`config.mk`:
```
export PLATFORM = sky130hd
export DESIGN_NAME = demux1to4_stream
export DESIGN_NICKNAME = d
export VERILOG_FILES = /design/src/rtl/dp_pkg.sv /design/src/rtl/demux_chan_fifo.sv /design/src/rtl/demux1to4_stream.sv
export SDC_FILE = /design/constraint.sdc
export NUM_CORES = 1
export LEC_CHECK = 0
export ABC_CLOCK_PERIOD_IN_PS = 3000
export CAP_MARGIN = 20
export CELL_PAD_IN_SITES_DETAIL_PLACEMENT = 1
export CELL_PAD_IN_SITES_GLOBAL_PLACEMENT = 2
export CORE_MARGIN = 4
export CORE_UTILIZATION = 38
export CTS_CLUSTER_DIAMETER = 100
export DETAILED_ROUTE_END_ITERATION = 7
export GPL_ROUTABILITY_DRIVEN = 0
export PLACE_DENSITY = 0.89
export SLEW_MARGIN = 20
export SYNTH_ARGS = -nofsm -noshare
export SYNTH_HDL_FRONTEND = slang
export SYNTH_HIERARCHICAL = 1
export SYNTH_SLANG_ARGS = --single-unit
export TNS_END_PERCENT = 30
```
`constraint.sdc`:
```
create_clock -name clk -period 3 [get_ports clk]
set_input_delay 0.6 -clock clk [delete_from_list [all_inputs] [get_ports clk]]
set_output_delay 0.6 -clock clk [all_outputs]
set_load 0.02 [all_outputs]
```
`src/rtl/dp_pkg.sv`:
```
// Shared definitions for the 16-bit distribution datapath: word width and
// channel select encoding used by the 1-to-4 stream demultiplexer.
package dp_pkg;

  localparam int DP_WIDTH = 16;
  localparam int NUM_CH   = 4;

  typedef enum logic [1:0] {
    CH_A = 2'd0,
    CH_B = 2'd1,
    CH_C = 2'd2,
    CH_D = 2'd3
  } ch_e;

  // One-hot channel enable for a {s1,s0} select pair.
  function automatic logic [NUM_CH-1:0] ch_onehot(input logic [1:0] sel);
    return 4'b0001 << sel;
  endfunction

endpackage

```
`src/rtl/demux_chan_fifo.sv`:
```
// Per-channel synchronous FIFO. Head word is presented combinationally on
// dout; dout reads 0 while empty so nothing undefined leaks after reset.
module demux_chan_fifo #(
  parameter int WIDTH = 16,
  parameter int DEPTH = 2
) (
  input  logic             clk,
  input  logic             rst_n,
  input  logic             push,
  input  logic             pop,
  input  logic [WIDTH-1:0] din,
  output logic [WIDTH-1:0] dout,
  output logic             full,
  output logic             empty
);

  localparam int            AW       = $clog2(DEPTH);
  localparam logic [AW:0]   FULL_CNT = (AW+1)'(DEPTH);

  logic [WIDTH-1:0] mem [DEPTH];
  logic [AW-1:0]    wr_ptr;
  logic [AW-1:0]    rd_ptr;
  logic [AW:0]      count;
  logic             do_push;
  logic             do_pop;

  assign full    = (count == FULL_CNT);
  assign empty   = (count == '0);
  assign do_push = push && !full;
  assign do_pop  = pop && !empty;

  always_ff @(posedge clk or negedge rst_n) begin
    if (!rst_n) begin
      wr_ptr <= '0;
      rd_ptr <= '0;
      count  <= '0;
    end else begin
      if (do_push) wr_ptr <= wr_ptr + 1'b1;
      if (do_pop)  rd_ptr <= rd_ptr + 1'b1;
      if (do_push && !do_pop)
        count <= count + 1'b1;
      else if (do_pop && !do_push)
        count <= count - 1'b1;
    end
  end

  // Storage is data-only; occupancy is tracked by the reset control state.
  always_ff @(posedge clk) begin
    if (do_push) mem[wr_ptr] <= din;
  end

  assign dout = empty ? '0 : mem[rd_ptr];

endmodule

```
`src/rtl/demux1to4_stream.sv`:
```
// Registered 1-to-4 stream demultiplexer: each input word is routed by
// {s1,s0} into one of four independent channel FIFOs (a, b, c, d).
module demux1to4_stream
  import dp_pkg::*;
#(
  parameter int WIDTH = DP_WIDTH,
  parameter int DEPTH = 2
) (
  input  logic             clk,
  input  logic             rst_n,
  input  logic [WIDTH-1:0] in_data,
  input  logic             in_valid,
  output logic             in_ready,
  input  logic             s0,
  input  logic             s1,
  output logic [WIDTH-1:0] a,
  output logic [WIDTH-1:0] b,
  output logic [WIDTH-1:0] c,
  output logic [WIDTH-1:0] d,
  output logic             a_valid,
  output logic             b_valid,
  output logic             c_valid,
  output logic             d_valid,
  input  logic             a_ready,
  input  logic             b_ready,
  input  logic             c_ready,
  input  logic             d_ready
);

  logic [1:0]        sel;
  logic [NUM_CH-1:0] sel_hot;
  logic [NUM_CH-1:0] push;
  logic [NUM_CH-1:0] pop;
  logic [NUM_CH-1:0] full;
  logic [NUM_CH-1:0] empty;
  logic [NUM_CH-1:0] rdy;
  logic [WIDTH-1:0]  dout [NUM_CH];

  assign sel     = {s1, s0};
  assign sel_hot = ch_onehot(sel);

  // in_ready looks only at the selected channel's occupancy, never at consumer readies.
  assign in_ready = !full[sel];
  assign push     = sel_hot & {NUM_CH{in_valid}} & ~full;

  assign rdy = {d_ready, c_ready, b_ready, a_ready};
  assign pop = rdy & ~empty;

  for (genvar k = 0; k < NUM_CH; k++) begin : g_chan
    demux_chan_fifo #(
      .WIDTH (WIDTH),
      .DEPTH (DEPTH)
    ) u_fifo (
      .clk   (clk),
      .rst_n (rst_n),
      .push  (push[k]),
      .pop   (pop[k]),
      .din   (in_data),
      .dout  (dout[k]),
      .full  (full[k]),
      .empty (empty[k])
    );
  end

  assign a       = dout[CH_A];
  assign b       = dout[CH_B];
  assign c       = dout[CH_C];
  assign d       = dout[CH_D];
  assign a_valid = !empty[CH_A];
  assign b_valid = !empty[CH_B];
  assign c_valid = !empty[CH_C];
  assign d_valid = !empty[CH_D];

endmodule

```
==> impl_metrics.env, run 1 <==
export IMPL_grt_max_degree=19
export IMPL_maxCapViolations=0
export IMPL_first_global_vias=3639
export IMPL_tritoncts="yes"
export IMPL_drc=0
export IMPL_die_h_um=131
export IMPL_final_layout_size_suffix_gt1_share_pct=11.2
export IMPL_cp_slowest_cell="clkdlybuf4s50_1"
export IMPL_drt_antenna_violating_nets=0
export IMPL_period_needed_ns=2.92
export IMPL_wl_per_cell_um=19.5
export IMPL_antenna_cells=0
export IMPL_hold_slack_ns=0.486
export IMPL_die_area_sq_um=17100
export IMPL_pwr_share_clk_pct=27.5
export IMPL_synth_edff_count=128
export IMPL_cts_resized=0
export IMPL_finalHoldViolCount=0
export IMPL_netlist_area_sq_um=5730
export IMPL_cts_max_level=4
export IMPL_cts_buffer_depth=2
export IMPL_grt_ovfl_total=0
export IMPL_coreArea_sq_um=14600
export IMPL_power_frac_seq_pct=33.2
export IMPL_grt_pass1_wl_um=20400
export IMPL_crit_path_frequent_cell="clkdlybuf4s50_1"
export IMPL_hpwl_um=8970
export IMPL_fp_dieW_um=131
export IMPL_synthArstFlopShare_pct=11.1
export IMPL_r2r_start="g_chan[0].u_fifo/count[0]$_DFFE_PN0P_"
export IMPL_wl_um=13200
export IMPL_ys_types=21
export IMPL_cp_cell_sequence="clkdlybuf4s50_1 -> mux4_2 -> inv_1 -> clkdlybuf4s50_1"
export IMPL_reg2reg_depth=9
export IMPL_areaGrowthSynthToFinish_pct=32.1
export IMPL_fin_nets=507
export IMPL_tightest_slew_ns=0.771
export IMPL_slew_violations=0
export IMPL_tritoncts_num_buffers=17
export IMPL_fmax_ghz=0.342
export IMPL_internal_power_mw=5.28
export IMPL_ys_top_cells_by_area="edfxtp_1 67%, mux2i_1 11%, dfrtp_1 7.0%"
export IMPL_endpoint="in_ready"
export IMPL_setup_tns_ns=0
export IMPL_synth_top_area_cell="edfxtp_1"
export IMPL_syn_inst=359
export IMPL_crit_type="in2out"
export IMPL_r2r_slack_ns=0.96
export IMPL_critPathMaxStageDelay_ns=0.59
export IMPL_synth_nets=388
export IMPL_firstDrtPassIters=4
export IMPL_finalCritPeriodShare_pct=97.3
export IMPL_synth_most_common_cell="edfxtp_1"
export IMPL_r2r_end="g_chan[0].u_fifo/count[1]$_DFFE_PN0P_"
export IMPL_start_kind="input port"
export IMPL_fin_cells=675
export IMPL_cts_sinks=144
export IMPL_switching_share_pct=33.2
export IMPL_slew_headroom_pct=48.5
export IMPL_rows=44
export IMPL_crit_path_start="s0"
export IMPL_clock_root_buffer="clkbuf_16"
export IMPL_leakage_nw=2.89
export IMPL_final_util_pct=51.7
export IMPL_syn_avg_cell_area_sq_um=16.0
export IMPL_antenna_found_initial=0
export IMPL_synth_warnings=6
export IMPL_ctsHoldBuffers=0
export IMPL_drtIter0Drc=233
export IMPL_ys_flop_type="edfxtp_1"
export IMPL_setup_viol=0
export IMPL_switchingPower_mw=2.63
export IMPL_synth_seq_cells=144
export IMPL_netlist_top_cells_count="128 x edfxtp_1, 72 x nor2_1, 64 x mux2i_1, 16 x dfrtp_1, 13 x inv_1"
export IMPL_synth_top_cell_area_share_pct=67.1
export IMPL_arrival_ns=2.32
export IMPL_outcome="finished clean"
export IMPL_grt_use_total_pct=16.6
export IMPL_n_fill_cell=1417
export IMPL_peakVddDrop_v=0.000429
export IMPL_initial_core_util_pct=39.1
export IMPL_hp_class="reg2reg"
export IMPL_vias_per_cell=4.87
export IMPL_path_clk_slew_ns=0.05
export IMPL_boundaryPins=94
export IMPL_share_comb_of_total_power_pct=39.3
export IMPL_skew_ns=0.00698
export IMPL_cpLargestDelayFamily="buffers and inverters"
export IMPL_cp_buffers_inverters=3
export IMPL_ys_seq_area_share_pct=74.1
export IMPL_rsz0062_at_grt="no"
export IMPL_critPathCaptureType="primary output"
export IMPL_clk_insertion_delay_late_ns=0.42
export IMPL_powerDensity_nw_per_um2=1040
export IMPL_post_cts_buffers=0
export IMPL_port_buffers=93
export IMPL_dr_total_vias=3284
export IMPL_crit_cells=4
export IMPL_cp_max_fo=4
export IMPL_crit_required_ns=2.40
export IMPL_dp_cells=643
flip-flops by register name, indices dropped and copies added (netlist names):
register              cells
g_chan.u_fifo/mem       128
g_chan.u_fifo/wr_ptr      4
g_chan.u_fifo/rd_ptr      4
g_chan.u_fifo/count       8
per-layer routing:
metal	wire length, um	vias up	part of all wire, %	GRT usage [%]
met5	0	-	0	0
met4	256	0	1.9	7.20
met3	562	18	4.3	4.15
met2	6990	82	53	28.4
met1	5380	1653	41	19.9
li1	-	1531	-	-
worst min path at each step:
stage / from / to / slack (ns) / cells past startpoint
3_5_place_dp: g_chan[1].u_fifo/rd_ptr$_DFFE_PN0P_ / g_chan[1].u_fifo/rd_ptr$_DFFE_PN0P_ / 0.48 / 1
5_1_grt: g_chan[1].u_fifo/rd_ptr$_DFFE_PN0P_ / g_chan[1].u_fifo/rd_ptr$_DFFE_PN0P_ / 0.51 / 1
6_report: g_chan[1].u_fifo/rd_ptr$_DFFE_PN0P_ / g_chan[1].u_fifo/rd_ptr$_DFFE_PN0P_ / 0.49 / 1
4_1_cts: g_chan[1].u_fifo/rd_ptr$_DFFE_PN0P_ / g_chan[1].u_fifo/rd_ptr$_DFFE_PN0P_ / 0.49 / 1
2_1_floorplan: rst_n / g_chan[0].u_fifo/count[0]$_DFFE_PN0P_ / 0.30 / 0
3_3_place_gp: g_chan[1].u_fifo/rd_ptr$_DFFE_PN0P_ / g_chan[1].u_fifo/rd_ptr$_DFFE_PN0P_ / 0.46 / 1
stage by stage:
| step | power (mW) | cell area, sq um | worst slack (ns) |
|---|---|---|---|
| floorplan | 4.46 | 5730 | 0.827 |
| global placement | 5.72 | 6940 | 0.0995 |
| detailed placement | 5.80 | 6940 | 0.0694 |
| CTS | 8.02 | 7570 | 0.0666 |
| global route | 8.33 | 7570 | 0.00849 |
| finish | 7.91 | 7570 | 0.0801 |
power groups by stage:
stage               clock network, mW  logic (mW)  registers, mW
finish                           2.18        3.11           2.62
global route                     2.33        3.34           2.66
CTS                              2.23        3.16           2.63
detailed placement                  0        3.13           2.66
global placement                    0        3.08           2.64
floorplan                           0        1.88           2.59
area by class of cell:
| type | instances | area, sq um | share of cell area (%) |
|---|---|---|---|
| clock buffers | 24 | 502 | 6.63 |
| repair buffers | 112 | 1090 | 14.3 |
| multi-input cells | 190 | 1330 | 17.6 |
| flip-flops and latches | 144 | 4240 | 56.1 |
| well taps | 184 | 230 | 3.04 |
| inverters | 13 | 48.8 | 0.645 |
| clock inverters | 8 | 126 | 1.67 |
logic make-up (layout without fill, tap and decap cells):
family,after synthesis,count (layout),share of synthesized area [%]
compound gates,4,4,0.349
xor+xnor,20,20,3.06
fa+ha+maj,4,4,0.874
buf+inv,25,157,2.69
flops,144,144,74.1
mux,65,65,11.6
simple gates,97,97,7.38
layout by cell type, fill, tap and decap left out:
cell type	netlist	routed
clkbuf_1	0	2
nor2b_1	4	4
bufinv_16	0	3
and3_1	4	4
clkbuf_16	0	17
ha_1	4	4
dfrtp_1	16	16
xor2_1	8	8
buf_4	8	18
clkinv_4	0	1
mux4_2	1	1
clkdlybuf4s50_1	0	93
nor3_1	1	1
o21ai_1	4	4
nand2b_1	4	4
nor2_1	72	72
buf_12	0	1
clkbuf_8	0	5
clkinvlp_4	0	3
nor4b_1	1	1
clkinv_2	0	1
xnor2_1	12	12
edfxtp_1	128	128
mux2i_1	64	64
and4bb_2	1	1
inv_1	13	13
nor3b_1	1	1
nand2_1	5	5
nor2_2	4	4
No activity file was read; power rests on OpenSTA's default activity.
==> inputs of run 2 (changes only) <==
--- a/config.mk
+++ b/config.mk
@@ -10,9 +10,10 @@
 export CELL_PAD_IN_SITES_DETAIL_PLACEMENT = 1
 export CELL_PAD_IN_SITES_GLOBAL_PLACEMENT = 2
 export CORE_MARGIN = 4
-export CORE_UTILIZATION = 38
+export CORE_UTILIZATION = 45
 export CTS_CLUSTER_DIAMETER = 100
 export DETAILED_ROUTE_END_ITERATION = 7
+export DONT_BUFFER_PORTS = 1
 export GPL_ROUTABILITY_DRIVEN = 0
 export PLACE_DENSITY = 0.89
 export SLEW_MARGIN = 20
==> run 2 against run 1 <==
Clock power is 16% lower. Register-to-register slack got worse by 0.25 ns. Clock-buffer cell count down 7. Critical path depth down 2. Combinational power shrank 34%. Maximum frequency rose by 13%. Largest cell class unchanged.
==> impl_metrics.env, run 2 (same netlist as run 1, synthesis figures left out) <==
export IMPL_hold_depth=0
export IMPL_cp_cell_sequence="mux2i_1 -> nor2_1"
export IMPL_largestRegisters="g_chan.u_fifo/mem: 128 flops, g_chan.u_fifo/count: 8 flops"
export IMPL_reg2reg_depth=4
export IMPL_cts_buffer_depth=2
export IMPL_grt_use_total_pct=18.7
export IMPL_r2r_slack_ns=0.71
export IMPL_layout_commonest_cell="edfxtp_1"
export IMPL_holdPathEnd="g_chan[1].u_fifo/mem[0][3]$_DFFE_PP_"
export IMPL_boundaryPins=94
export IMPL_powerDensity_nw_per_um2=1030
export IMPL_crit_path_start="g_chan[0].u_fifo/rd_ptr$_DFFE_PN0P_"
export IMPL_fin_nets=405
export IMPL_fmax_ghz=0.386
export IMPL_start_kind="flip-flop"
export IMPL_cts_sinks=144
export IMPL_die_h_um=121
export IMPL_fp_dieW_um=121
export IMPL_tightest_slew_ns=0.984
export IMPL_leakage_nw=2.43
export IMPL_slew_headroom_pct=34.4
export IMPL_final_layout_size_suffix_gt1_share_pct=11.6
export IMPL_r2r_start="g_chan[0].u_fifo/count[0]$_DFFE_PN0P_"
export IMPL_firstDrtPassIters=4
export IMPL_drtIter0Drc=186
export IMPL_crit_type="reg2out"
export IMPL_arrival_ns=1.99
export IMPL_wl_per_cell_um=23.7
export IMPL_port_buffers=0
export IMPL_cts_max_level=4
export IMPL_outcome="finished clean"
export IMPL_skew_ns=0.00943
export IMPL_finalCritPeriodShare_pct=86.4
export IMPL_setup_viol=0
export IMPL_power_mw=6.62
export IMPL_first_global_vias=3221
export IMPL_largest_register="g_chan.u_fifo/mem"
export IMPL_setup_tns_ns=0
export IMPL_rsz0062_at_grt="no"
export IMPL_cp_slowest_cell="dfrtp_1"
export IMPL_dr_total_vias=2907
export IMPL_drc=0
export IMPL_period_needed_ns=2.59
export IMPL_grt_max_degree=19
export IMPL_grt_pass1_wl_um=19500
export IMPL_min_from="in_data[3]"
export IMPL_initial_core_util_pct=46.9
export IMPL_hpwl_um=8950
export IMPL_antenna_found_initial=0
export IMPL_drt_antenna_violating_nets=0
export IMPL_wl_um=13200
export IMPL_largest_register_ffs=128
export IMPL_peakVddDrop_v=0.000477
export IMPL_tritoncts_num_buffers=17
export IMPL_critPathMaxStageDelay_ns=0.98
export IMPL_critPathCaptureType="primary output"
export IMPL_cp_max_fo=17
export IMPL_areaGrowthSynthToFinish_pct=12.3
export IMPL_crit_required_ns=2.40
export IMPL_r2r_end="g_chan[0].u_fifo/mem[1][4]$_DFFE_PP_"
export IMPL_rows=40
export IMPL_path_clk_slew_ns=0.06
export IMPL_grt_ovfl_total=0
export IMPL_mostFrequentLayoutCells="128 x edfxtp_1, 72 x nor2_1, 64 x mux2i_1"
export IMPL_cts_resized=0
export IMPL_slew_violations=0
export IMPL_clk_insertion_delay_late_ns=0.42
export IMPL_n_fill_cell=1198
export IMPL_vias_per_cell=5.22
export IMPL_cp_buffers_inverters=0
export IMPL_coreArea_sq_um=12200
export IMPL_die_area_sq_um=14600
export IMPL_clock_root_buffer="clkbuf_16"
export IMPL_maxCapViolations=0
export IMPL_antenna_cells=0
export IMPL_tritoncts="yes"
export IMPL_hp_class="in2reg"
export IMPL_finalHoldViolCount=0
export IMPL_cpLargestDelayFamily="flip-flops"
==> run 2: layout make-up <==
type	instances	area (sq um)	area share, %
multi-input combinational	190	1330	20.7
timing repair buffer	10	77.6	1.21
inverter	13	48.8	0.758
clock buffer	17	425	6.61
sequential	144	4240	66.0
clock inverter	15	96.3	1.50
tap	168	210	3.27
==> run 2: per-layer routing <==
metal  share of wire (%)  track usage [%]
met5                   0                0
met4                 2.1             8.29
met3                 4.5             5.52
met2                  54             32.5
met1                  39             21.4
==> run 2: worst register-to-register path, cell delays in order, from the launching register on <==
cell and delay (ns):
dfrtp_1 0.46, nand2b_1 0.18, inv_1 0.08, nor4b_1 0.39
and3_1 0.79
==> run 2: through the flow <==
stage | utilization, % | setup slack (ns) | hold WS (ns) | cell area, sq um | std cells
global placement | 48.3 | 0.826 | 0.305 | 5900 | 524
floorplan | - | 0.827 | 0.304 | 5730 | 359
detailed placement | 48.3 | 0.706 | 0.305 | 5900 | 524
finish | 52.7 | 0.407 | 0.275 | 6430 | 557
CTS | 52.7 | 0.339 | 0.255 | 6430 | 557
global route | 52.7 | 0.277 | 0.254 | 6430 | 557
==> run 2: worst max path at each step <==
| stage | end | slack [ns] | depth (start not counted) |
|---|---|---|---|
| after floorplan | g_chan[0].u_fifo/mem[0][0]$_DFFE_PP_ | 0.83 | 3 |
| after global placement | a[14] | 0.83 | 2 |
| after detailed placement | g_chan[0].u_fifo/mem[1][5]$_DFFE_PP_ | 0.71 | 4 |
| after CTS | a[10] | 0.34 | 2 |
| after global routing | a[10] | 0.28 | 2 |
| final | a[5] | 0.41 | 2 |
==> run 2: repair_timing <==
action,4_1_cts,5_1_grt
buffers inserted,0,0
hold buffers,1,0
hold endpoints to repair,16,0
==> run 2: power by group <==
| group | switching [mW] | internal [mW] |
|---|---|---|
| sequential | 0.286 | 2.44 |
| combinational | 1.47 | 0.595 |
| clock | 0.793 | 1.04 |
| total | 2.55 | 4.08 |
